==> src/rtl/id_ex_reg_pkg.sv <==
// Shared definitions for the ID/EX pipeline slice: opcodes, memory-op encoding
// and the packed control bundle carried from decode into execute.
package id_ex_reg_pkg;

   localparam logic [6:0] OP_LOAD   = 7'b0000011;
   localparam logic [6:0] OP_STORE  = 7'b0100011;
   localparam logic [6:0] OP_OP     = 7'b0110011;
   localparam logic [6:0] OP_OP_IMM = 7'b0010011;
   localparam logic [6:0] OP_BRANCH = 7'b1100011;
   localparam logic [6:0] OP_JAL    = 7'b1101111;
   localparam logic [6:0] OP_JALR   = 7'b1100111;
   localparam logic [6:0] OP_LUI    = 7'b0110111;
   localparam logic [6:0] OP_AUIPC  = 7'b0010111;

   localparam logic [4:0] MEM_OP_NONE      = 5'b00111;
   localparam int         MEM_OP_LOAD_BIT  = 3;
   localparam int         MEM_OP_STORE_BIT = 4;

   typedef struct packed {
      logic       imm_en;
      logic [6:0] op;
      logic [7:0] funct7;
      logic [2:0] funct3;
      logic [4:0] rd_addr;
      logic       rd_en;
      logic [4:0] mem_op;
      logic       jump_en;
      logic [4:0] rs1_addr;
      logic       rs1_en;
      logic [4:0] rs2_addr;
      logic       rs2_en;
   } id_ex_ctrl_t;

   // Bubble: a no-op that neither writes a register nor touches memory.
   localparam id_ex_ctrl_t CTRL_BUBBLE = '{
      imm_en:   1'b0,
      op:       7'd0,
      funct7:   8'd0,
      funct3:   3'd0,
      rd_addr:  5'd0,
      rd_en:    1'b0,
      mem_op:   MEM_OP_NONE,
      jump_en:  1'b0,
      rs1_addr: 5'd0,
      rs1_en:   1'b0,
      rs2_addr: 5'd0,
      rs2_en:   1'b0
   };

   function automatic logic is_load(input logic [4:0] mem_op);
      return mem_op[MEM_OP_LOAD_BIT];
   endfunction

endpackage

==> src/rtl/id_ex_reg_hazard_unit.sv <==
// Combinational load-use compare between the instruction in EX and the one in ID.
// Kept generic so it can be reused for EX/MEM forwarding decisions.
module hazard_unit
   import id_ex_reg_pkg::*;
(
   input  logic       ex_valid,
   input  logic [4:0] ex_mem_op,
   input  logic       ex_rd_en,
   input  logic [4:0] ex_rd_addr,
   input  logic       id_valid,
   input  logic       rs1_en,
   input  logic [4:0] rs1_addr,
   input  logic       rs2_en,
   input  logic [4:0] rs2_addr,
   output logic       hazard
);

   logic ex_writes_reg;
   logic rs1_match;
   logic rs2_match;

   // x0 is never a real producer, so a load into x0 cannot stall anything.
   assign ex_writes_reg = ex_valid & is_load(ex_mem_op) & ex_rd_en & (ex_rd_addr != 5'd0);
   assign rs1_match     = rs1_en & (rs1_addr == ex_rd_addr);
   assign rs2_match     = rs2_en & (rs2_addr == ex_rd_addr);
   assign hazard        = ex_writes_reg & id_valid & (rs1_match | rs2_match);

endmodule

==> src/rtl/id_ex_reg.sv <==
// ID/EX pipeline register with load-use bubble insertion, downstream hold,
// branch flush and write-back bypass of the captured/held source operands.
module id_ex_reg
   import id_ex_reg_pkg::*;
#(
   parameter int XLEN      = 32,
   parameter int CNT_W     = 16,
   parameter bit WB_BYPASS = 1'b1
) (
   input  logic             clk,
   input  logic             rst_n,
   input  logic             id_valid_i,
   input  logic [XLEN-1:0]  instr_addr_i,
   input  logic [XLEN-1:0]  imm_i,
   input  logic             imm_en_i,
   input  logic [6:0]       op_i,
   input  logic [7:0]       funct7_i,
   input  logic [2:0]       funct3_i,
   input  logic [4:0]       rd_addr_i,
   input  logic             rd_en_i,
   input  logic [4:0]       mem_op_i,
   input  logic             jump_en_i,
   input  logic [4:0]       rs1_addr_i,
   input  logic [4:0]       rs2_addr_i,
   input  logic             rs1_en_i,
   input  logic             rs2_en_i,
   input  logic [XLEN-1:0]  rs1_data_i,
   input  logic [XLEN-1:0]  rs2_data_i,
   input  logic             wb_rd_en_i,
   input  logic [4:0]       wb_rd_addr_i,
   input  logic [XLEN-1:0]  wb_data_i,
   input  logic             ex_stall_i,
   input  logic             flush_i,
   output logic             id_stall_o,
   output logic             ex_valid_o,
   output logic [XLEN-1:0]  instr_addr_o,
   output logic [XLEN-1:0]  imm_o,
   output logic             imm_en_o,
   output logic [6:0]       op_o,
   output logic [7:0]       funct7_o,
   output logic [2:0]       funct3_o,
   output logic [4:0]       rd_addr_o,
   output logic             rd_en_o,
   output logic [4:0]       mem_op_o,
   output logic             jump_en_o,
   output logic [4:0]       rs1_addr_o,
   output logic             rs1_en_o,
   output logic [4:0]       rs2_addr_o,
   output logic             rs2_en_o,
   output logic [XLEN-1:0]  rs1_data_o,
   output logic [XLEN-1:0]  rs2_data_o,
   output logic [CNT_W-1:0] bubble_cnt_o
);

   function automatic logic [CNT_W-1:0] sat_inc(input logic [CNT_W-1:0] v);
      return (&v) ? v : v + 1'b1;
   endfunction

   id_ex_ctrl_t      ctrl_p0;
   id_ex_ctrl_t      ctrl_p1;
   logic             vld_p1;
   logic [XLEN-1:0]  pc_p1;
   logic [XLEN-1:0]  imm_p1;
   logic [XLEN-1:0]  rs1_data_p1;
   logic [XLEN-1:0]  rs2_data_p1;
   logic [CNT_W-1:0] cnt_p1;

   logic hazard;
   logic wb_live;
   logic cap_rs1_hit;
   logic cap_rs2_hit;
   logic hold_rs1_hit;
   logic hold_rs2_hit;

   always_comb begin
      ctrl_p0          = CTRL_BUBBLE;
      ctrl_p0.imm_en   = imm_en_i;
      ctrl_p0.op       = op_i;
      ctrl_p0.funct7   = funct7_i;
      ctrl_p0.funct3   = funct3_i;
      ctrl_p0.rd_addr  = rd_addr_i;
      ctrl_p0.rd_en    = rd_en_i;
      ctrl_p0.mem_op   = mem_op_i;
      ctrl_p0.jump_en  = jump_en_i;
      ctrl_p0.rs1_addr = rs1_addr_i;
      ctrl_p0.rs1_en   = rs1_en_i;
      ctrl_p0.rs2_addr = rs2_addr_i;
      ctrl_p0.rs2_en   = rs2_en_i;
   end

   hazard_unit u_hazard (
      .ex_valid   (vld_p1),
      .ex_mem_op  (ctrl_p1.mem_op),
      .ex_rd_en   (ctrl_p1.rd_en),
      .ex_rd_addr (ctrl_p1.rd_addr),
      .id_valid   (id_valid_i),
      .rs1_en     (rs1_en_i),
      .rs1_addr   (rs1_addr_i),
      .rs2_en     (rs2_en_i),
      .rs2_addr   (rs2_addr_i),
      .hazard     (hazard)
   );

   // A flush redirects fetch anyway, so it must never hold IF/ID.
   assign id_stall_o = ~flush_i & (ex_stall_i | hazard);

   // Write-back matches: on capture against the incoming rs addresses, while
   // held against the live EX operands so a stalled consumer sees fresh data.
   assign wb_live      = (WB_BYPASS != 1'b0) & wb_rd_en_i & (wb_rd_addr_i != 5'd0);
   assign cap_rs1_hit  = wb_live & (wb_rd_addr_i == rs1_addr_i);
   assign cap_rs2_hit  = wb_live & (wb_rd_addr_i == rs2_addr_i);
   assign hold_rs1_hit = wb_live & vld_p1 & ctrl_p1.rs1_en & (wb_rd_addr_i == ctrl_p1.rs1_addr);
   assign hold_rs2_hit = wb_live & vld_p1 & ctrl_p1.rs2_en & (wb_rd_addr_i == ctrl_p1.rs2_addr);

   // ---- ID -> EX stage boundary ----
   always_ff @(posedge clk or negedge rst_n) begin
      if (!rst_n) begin
         vld_p1      <= 1'b0;
         ctrl_p1     <= CTRL_BUBBLE;
         pc_p1       <= '0;
         imm_p1      <= '0;
         rs1_data_p1 <= '0;
         rs2_data_p1 <= '0;
         cnt_p1      <= '0;
      end else if (flush_i) begin
         vld_p1      <= 1'b0;
         ctrl_p1     <= CTRL_BUBBLE;
         pc_p1       <= '0;
         imm_p1      <= '0;
         rs1_data_p1 <= '0;
         rs2_data_p1 <= '0;
      end else if (ex_stall_i) begin
         if (hold_rs1_hit) rs1_data_p1 <= wb_data_i;
         if (hold_rs2_hit) rs2_data_p1 <= wb_data_i;
      end else if (hazard) begin
         vld_p1      <= 1'b0;
         ctrl_p1     <= CTRL_BUBBLE;
         pc_p1       <= '0;
         imm_p1      <= '0;
         rs1_data_p1 <= '0;
         rs2_data_p1 <= '0;
         cnt_p1      <= sat_inc(cnt_p1);
      end else begin
         vld_p1      <= id_valid_i;
         ctrl_p1     <= id_valid_i ? ctrl_p0 : CTRL_BUBBLE;
         pc_p1       <= instr_addr_i;
         imm_p1      <= imm_i;
         rs1_data_p1 <= cap_rs1_hit ? wb_data_i : rs1_data_i;
         rs2_data_p1 <= cap_rs2_hit ? wb_data_i : rs2_data_i;
      end
   end

   assign ex_valid_o   = vld_p1;
   assign instr_addr_o = pc_p1;
   assign imm_o        = imm_p1;
   assign imm_en_o     = ctrl_p1.imm_en;
   assign op_o         = ctrl_p1.op;
   assign funct7_o     = ctrl_p1.funct7;
   assign funct3_o     = ctrl_p1.funct3;
   assign rd_addr_o    = ctrl_p1.rd_addr;
   assign rd_en_o      = ctrl_p1.rd_en;
   assign mem_op_o     = ctrl_p1.mem_op;
   assign jump_en_o    = ctrl_p1.jump_en;
   assign rs1_addr_o   = ctrl_p1.rs1_addr;
   assign rs1_en_o     = ctrl_p1.rs1_en;
   assign rs2_addr_o   = ctrl_p1.rs2_addr;
   assign rs2_en_o     = ctrl_p1.rs2_en;
   assign rs1_data_o   = rs1_data_p1;
   assign rs2_data_o   = rs2_data_p1;
   assign bubble_cnt_o = cnt_p1;

endmodule

==> config.mk <==
export PLATFORM = sky130hd
export DESIGN_NAME = id_ex_reg
export DESIGN_NICKNAME = d
export VERILOG_FILES = /design/src/rtl/id_ex_reg_pkg.sv /design/src/rtl/id_ex_reg_hazard_unit.sv /design/src/rtl/id_ex_reg.sv
export SDC_FILE = /design/constraint.sdc
export NUM_CORES = 1
export LEC_CHECK = 0
export CORE_AREA = 2 2 154 156
export CTS_CLUSTER_SIZE = 28
export DETAILED_ROUTE_END_ITERATION = 6
export DIE_AREA = 0 0 156 158
export HOLD_SLACK_MARGIN = 0.06
export PLACE_DENSITY = 0.75
export SYNTH_ARGS = -nofsm -noshare
export SYNTH_HDL_FRONTEND = slang
export SYNTH_SLANG_ARGS = --single-unit
==> constraint.sdc <==
create_clock -name clk -period 4.5 [get_ports clk]
set_clock_uncertainty 0.15 [all_clocks]
set_input_delay 0.9 -clock clk [delete_from_list [all_inputs] [get_ports clk]]
set_output_delay 0.9 -clock clk [all_outputs]
set_load 0.01 [all_outputs]
==> out/results.ini, run 1 <==
[critical_path]
cp.buffers_inverters = 2
cp.arrival_ns = 3.01
cp_cell_sequence = clkdlybuf4s50_1 -> xnor2_1 -> nand4_1 -> o22ai_1 -> nand2_1 -> a21oi_1 -> clkdlybuf4s50_1
cp_slowest_cell = clkdlybuf4s50_1
crit_path_end_kind = output port
crit_required_ns = 3.45
slowest_delay_ns = 0.59
r2r_end = rs2_data_o[30]$_DFFE_PN0P_
setup.worst_path.start_class = input pin
r2r-start = rd_addr_o[1]$_DFFE_PN0P_
cp_top_family = buffers and inverters
path_max_fanout = 3
ff2ff_path_depth = 8
reg2reg_setup_slack_ns = 1.86
timing.critical_path.mode_cell = clkdlybuf4s50_1
critPathKind = in -> out

[die]
core_um2 = 23050
rows = 56
start_util = 0.3643
die-area_um2 = 24650
io_pins = 403
die-height_um = 158
die_w_um = 156

[place]
gp_congestion = 0.8689
placed_area_um2 = 12680
place_ws_ns = 0.3733
hpwl_um = 20250
portBuffers = 402
placed_cells = 1378

[detailed_routing]
post_drt_wl_per_cell_um = 19.80
avgViaCountPerCell = 5.310
ant_nets = 0
vias = 7487
drt_iter0_drc = 399
first_pass_iters = 5
drc = 0
wl_um = 27920

[finish]
fin_util = 0.5765
n_fill_cell = 1954
nets = 1322
area_growth_pct = 58.24
layoutNonFillerInstCount = 1410
final_common_cell = clkdlybuf4s50_1
final_cell_mix = clkdlybuf4s50_1 (401), dfrtp_1 (185), nand2_1 (110)
finalInstanceArea_um2 = 13290
diodes = 0
drive_above_1_share = 0.05357

[power_and_ir_drop]
p_total_mw = 4.160
ir_worst_vdd_v = 0.0001876
p_leak_nw = 5.524
power.density_nw_per_um2 = 313.0

[yosys]
ys_seq_elements = 188
synth-edff-count = 0
synth_area_per_cell_um2 = 11.50
syn_nets = 945
synth_warnings = 0
syn_area_um2 = 8398
synth_cells = 730
async_flop_share = 1.000
yosysSeqAreaShare = 0.5606
ys_types = 39
ys.flop_type = dfrtp_1

[sta]
fin_crit_ns = 4.063
worst_hold_slack_ns = 0.3425
fmax_mhz = 246.1
rsz0062_at_grt = no
setup_violations = 0
slew_violations = 0
fin_crit_sh = 0.9029
final-hold-violation-count = 0
worstMarginPinSlew_ns = 0.7879
worst_slack_ns = 0.4369
slew_headroom = 0.4735
fin_setup_tns_ns = 0

[cts]
cts-resized-gates = 0
clock-root-buffer = clkbuf_16
post_cts_buffers = 0
cts.sinks = 188
cts_tree = yes
cts_buffers = 17
clk_latency_ns = 0.42
path_clk_slew_ns = 0.07
cts_hold_buf = 0
htreeDepth = 4
clock_path_buffers = 2

[hold_path]
hold_start = rs2_data_o[1]$_DFFE_PN0P_
hold_depth = 2
hp-class = reg -> reg
holdPathEnd = rs2_data_o[1]$_DFFE_PN0P_

[grt]
grt_antenna_before_repair = 0
grt-ovfl-total = 0
grt_max_degree = 91
grt_first_pass_wirelength_um = 42630
globalRouteTotalUtil = 0.2220
grt_pass1_vias = 7738

[flow_run]
drv_cap = 0

[run_status]
outcome = finished clean

[kinds of logic (layout without fill, tap and decap cells)]
group	after synthesis	after routing	synth area share
xor gates and xnor gates	45	45	0.04693
and+or+nand+nor	161	161	0.08939
muxes	65	65	0.07762
AOI/OAI and AO/OA	209	209	0.1894
buffers and inverters	61	451	0.03456
DFF	188	188	0.5606
adders and majority gates	1	1	0.001490
[sequential cells by signal, summed over array words and instances, names as in the netlist, 7 cells and up]
register	count
funct7_o	8
op_o	7
instr_addr_o	32
imm_o	32
rs1_data_o	32
rs2_data_o	32
bubble_cnt_o	16
[Yosys cell counts (all sizes together) (2+ instances only)]
| cell type | count | area (um2) |
|---|---|---|
| nor4 | 5 | 61.31 |
| nand4 | 9 | 56.30 |
| mux2i | 64 | 640.6 |
| nor2 | 8 | 46.30 |
| xnor2 | 30 | 262.8 |
| o221ai | 32 | 280.3 |
| a22o | 104 | 910.9 |
| o22a | 3 | 26.28 |
| or4 | 2 | 18.77 |
| nand2 | 111 | 416.7 |
| or3 | 4 | 25.02 |
| nor3 | 8 | 45.04 |
| dfstp | 3 | 78.83 |
| o21ai | 65 | 336.6 |
| buf | 29 | 170.2 |
| xor2 | 15 | 131.4 |
| a21oi | 2 | 10.01 |
| inv | 3 | 11.26 |
| dfrtp | 185 | 4629 |
| nand3 | 9 | 45.04 |
| clkbuf | 29 | 108.9 |
[report_power, final]
group / internal (mW) / leakage, nW / switching (mW) / total [mW]
Sequential: 1.79 / 2.47 / 0.0662 / 1.86
Clock: 0.767 / 0.295 / 0.762 / 1.53
Combinational: 0.446 / 2.76 / 0.329 / 0.775
Total: 3.00 / 5.52 / 1.16 / 4.16
[tightest hold or removal path, cell delays in order (launching register included)]
cell and delay, ns:
dfrtp_1 0.35, nand2_1 0.05, o221ai_1 0.06
[per-layer routing]
metal,part of all wire,vias up,global-route usage
li1,-,3443,-
met1,0.40,3665,0.2654
met2,0.48,329,0.3698
met3,0.093,50,0.07911
met4,0.031,0,0.08213
met5,0,-,0
[worst max-delay path by stage]
| stage | slack, ns | to | cells past startpoint | start |
|---|---|---|---|---|
| 2_1_floorplan | 1.53 | id_stall_o | 6 | rs2_addr_i[0] |
| 3_3_place_gp | 0.38 | id_stall_o | 7 | rs2_addr_i[3] |
| 3_5_place_dp | 0.37 | id_stall_o | 7 | rs2_addr_i[1] |
| 4_1_cts | 0.36 | id_stall_o | 7 | rs2_addr_i[1] |
| 5_1_grt | 0.15 | id_stall_o | 7 | rs1_addr_i[1] |
| 6_report | 0.44 | id_stall_o | 7 | rs2_addr_i[1] |
[area by class of cell]
cell class / count / area [um2] / share of cell area
multi-input cells: 481 / 3430 / 0.2581
flip-flops and latches: 188 / 4708 / 0.3543
repair buffers: 416 / 4170 / 0.3138
well taps: 290 / 362.8 / 0.02730
inverters: 3 / 11.26 / 0.0008474
clock buffers: 18 / 439.2 / 0.03305
clock inverters: 14 / 167.7 / 0.01262
No activity file was read; power rests on OpenSTA's default activity.
==> run 2, diff against run 1 <==
--- a/config.mk
+++ b/config.mk
@@ -5,12 +5,14 @@
 export SDC_FILE = /design/constraint.sdc
 export NUM_CORES = 1
 export LEC_CHECK = 0
+export ABC_CLOCK_PERIOD_IN_PS = 4500
 export CORE_AREA = 2 2 154 156
 export CTS_CLUSTER_SIZE = 28
 export DETAILED_ROUTE_END_ITERATION = 6
 export DIE_AREA = 0 0 156 158
 export HOLD_SLACK_MARGIN = 0.06
 export PLACE_DENSITY = 0.75
+export SLEW_MARGIN = 0
 export SYNTH_ARGS = -nofsm -noshare
 export SYNTH_HDL_FRONTEND = slang
 export SYNTH_SLANG_ARGS = --single-unit
==> results of run 2 <==
Final layout, timing and power as in run 1 (identical DEF).
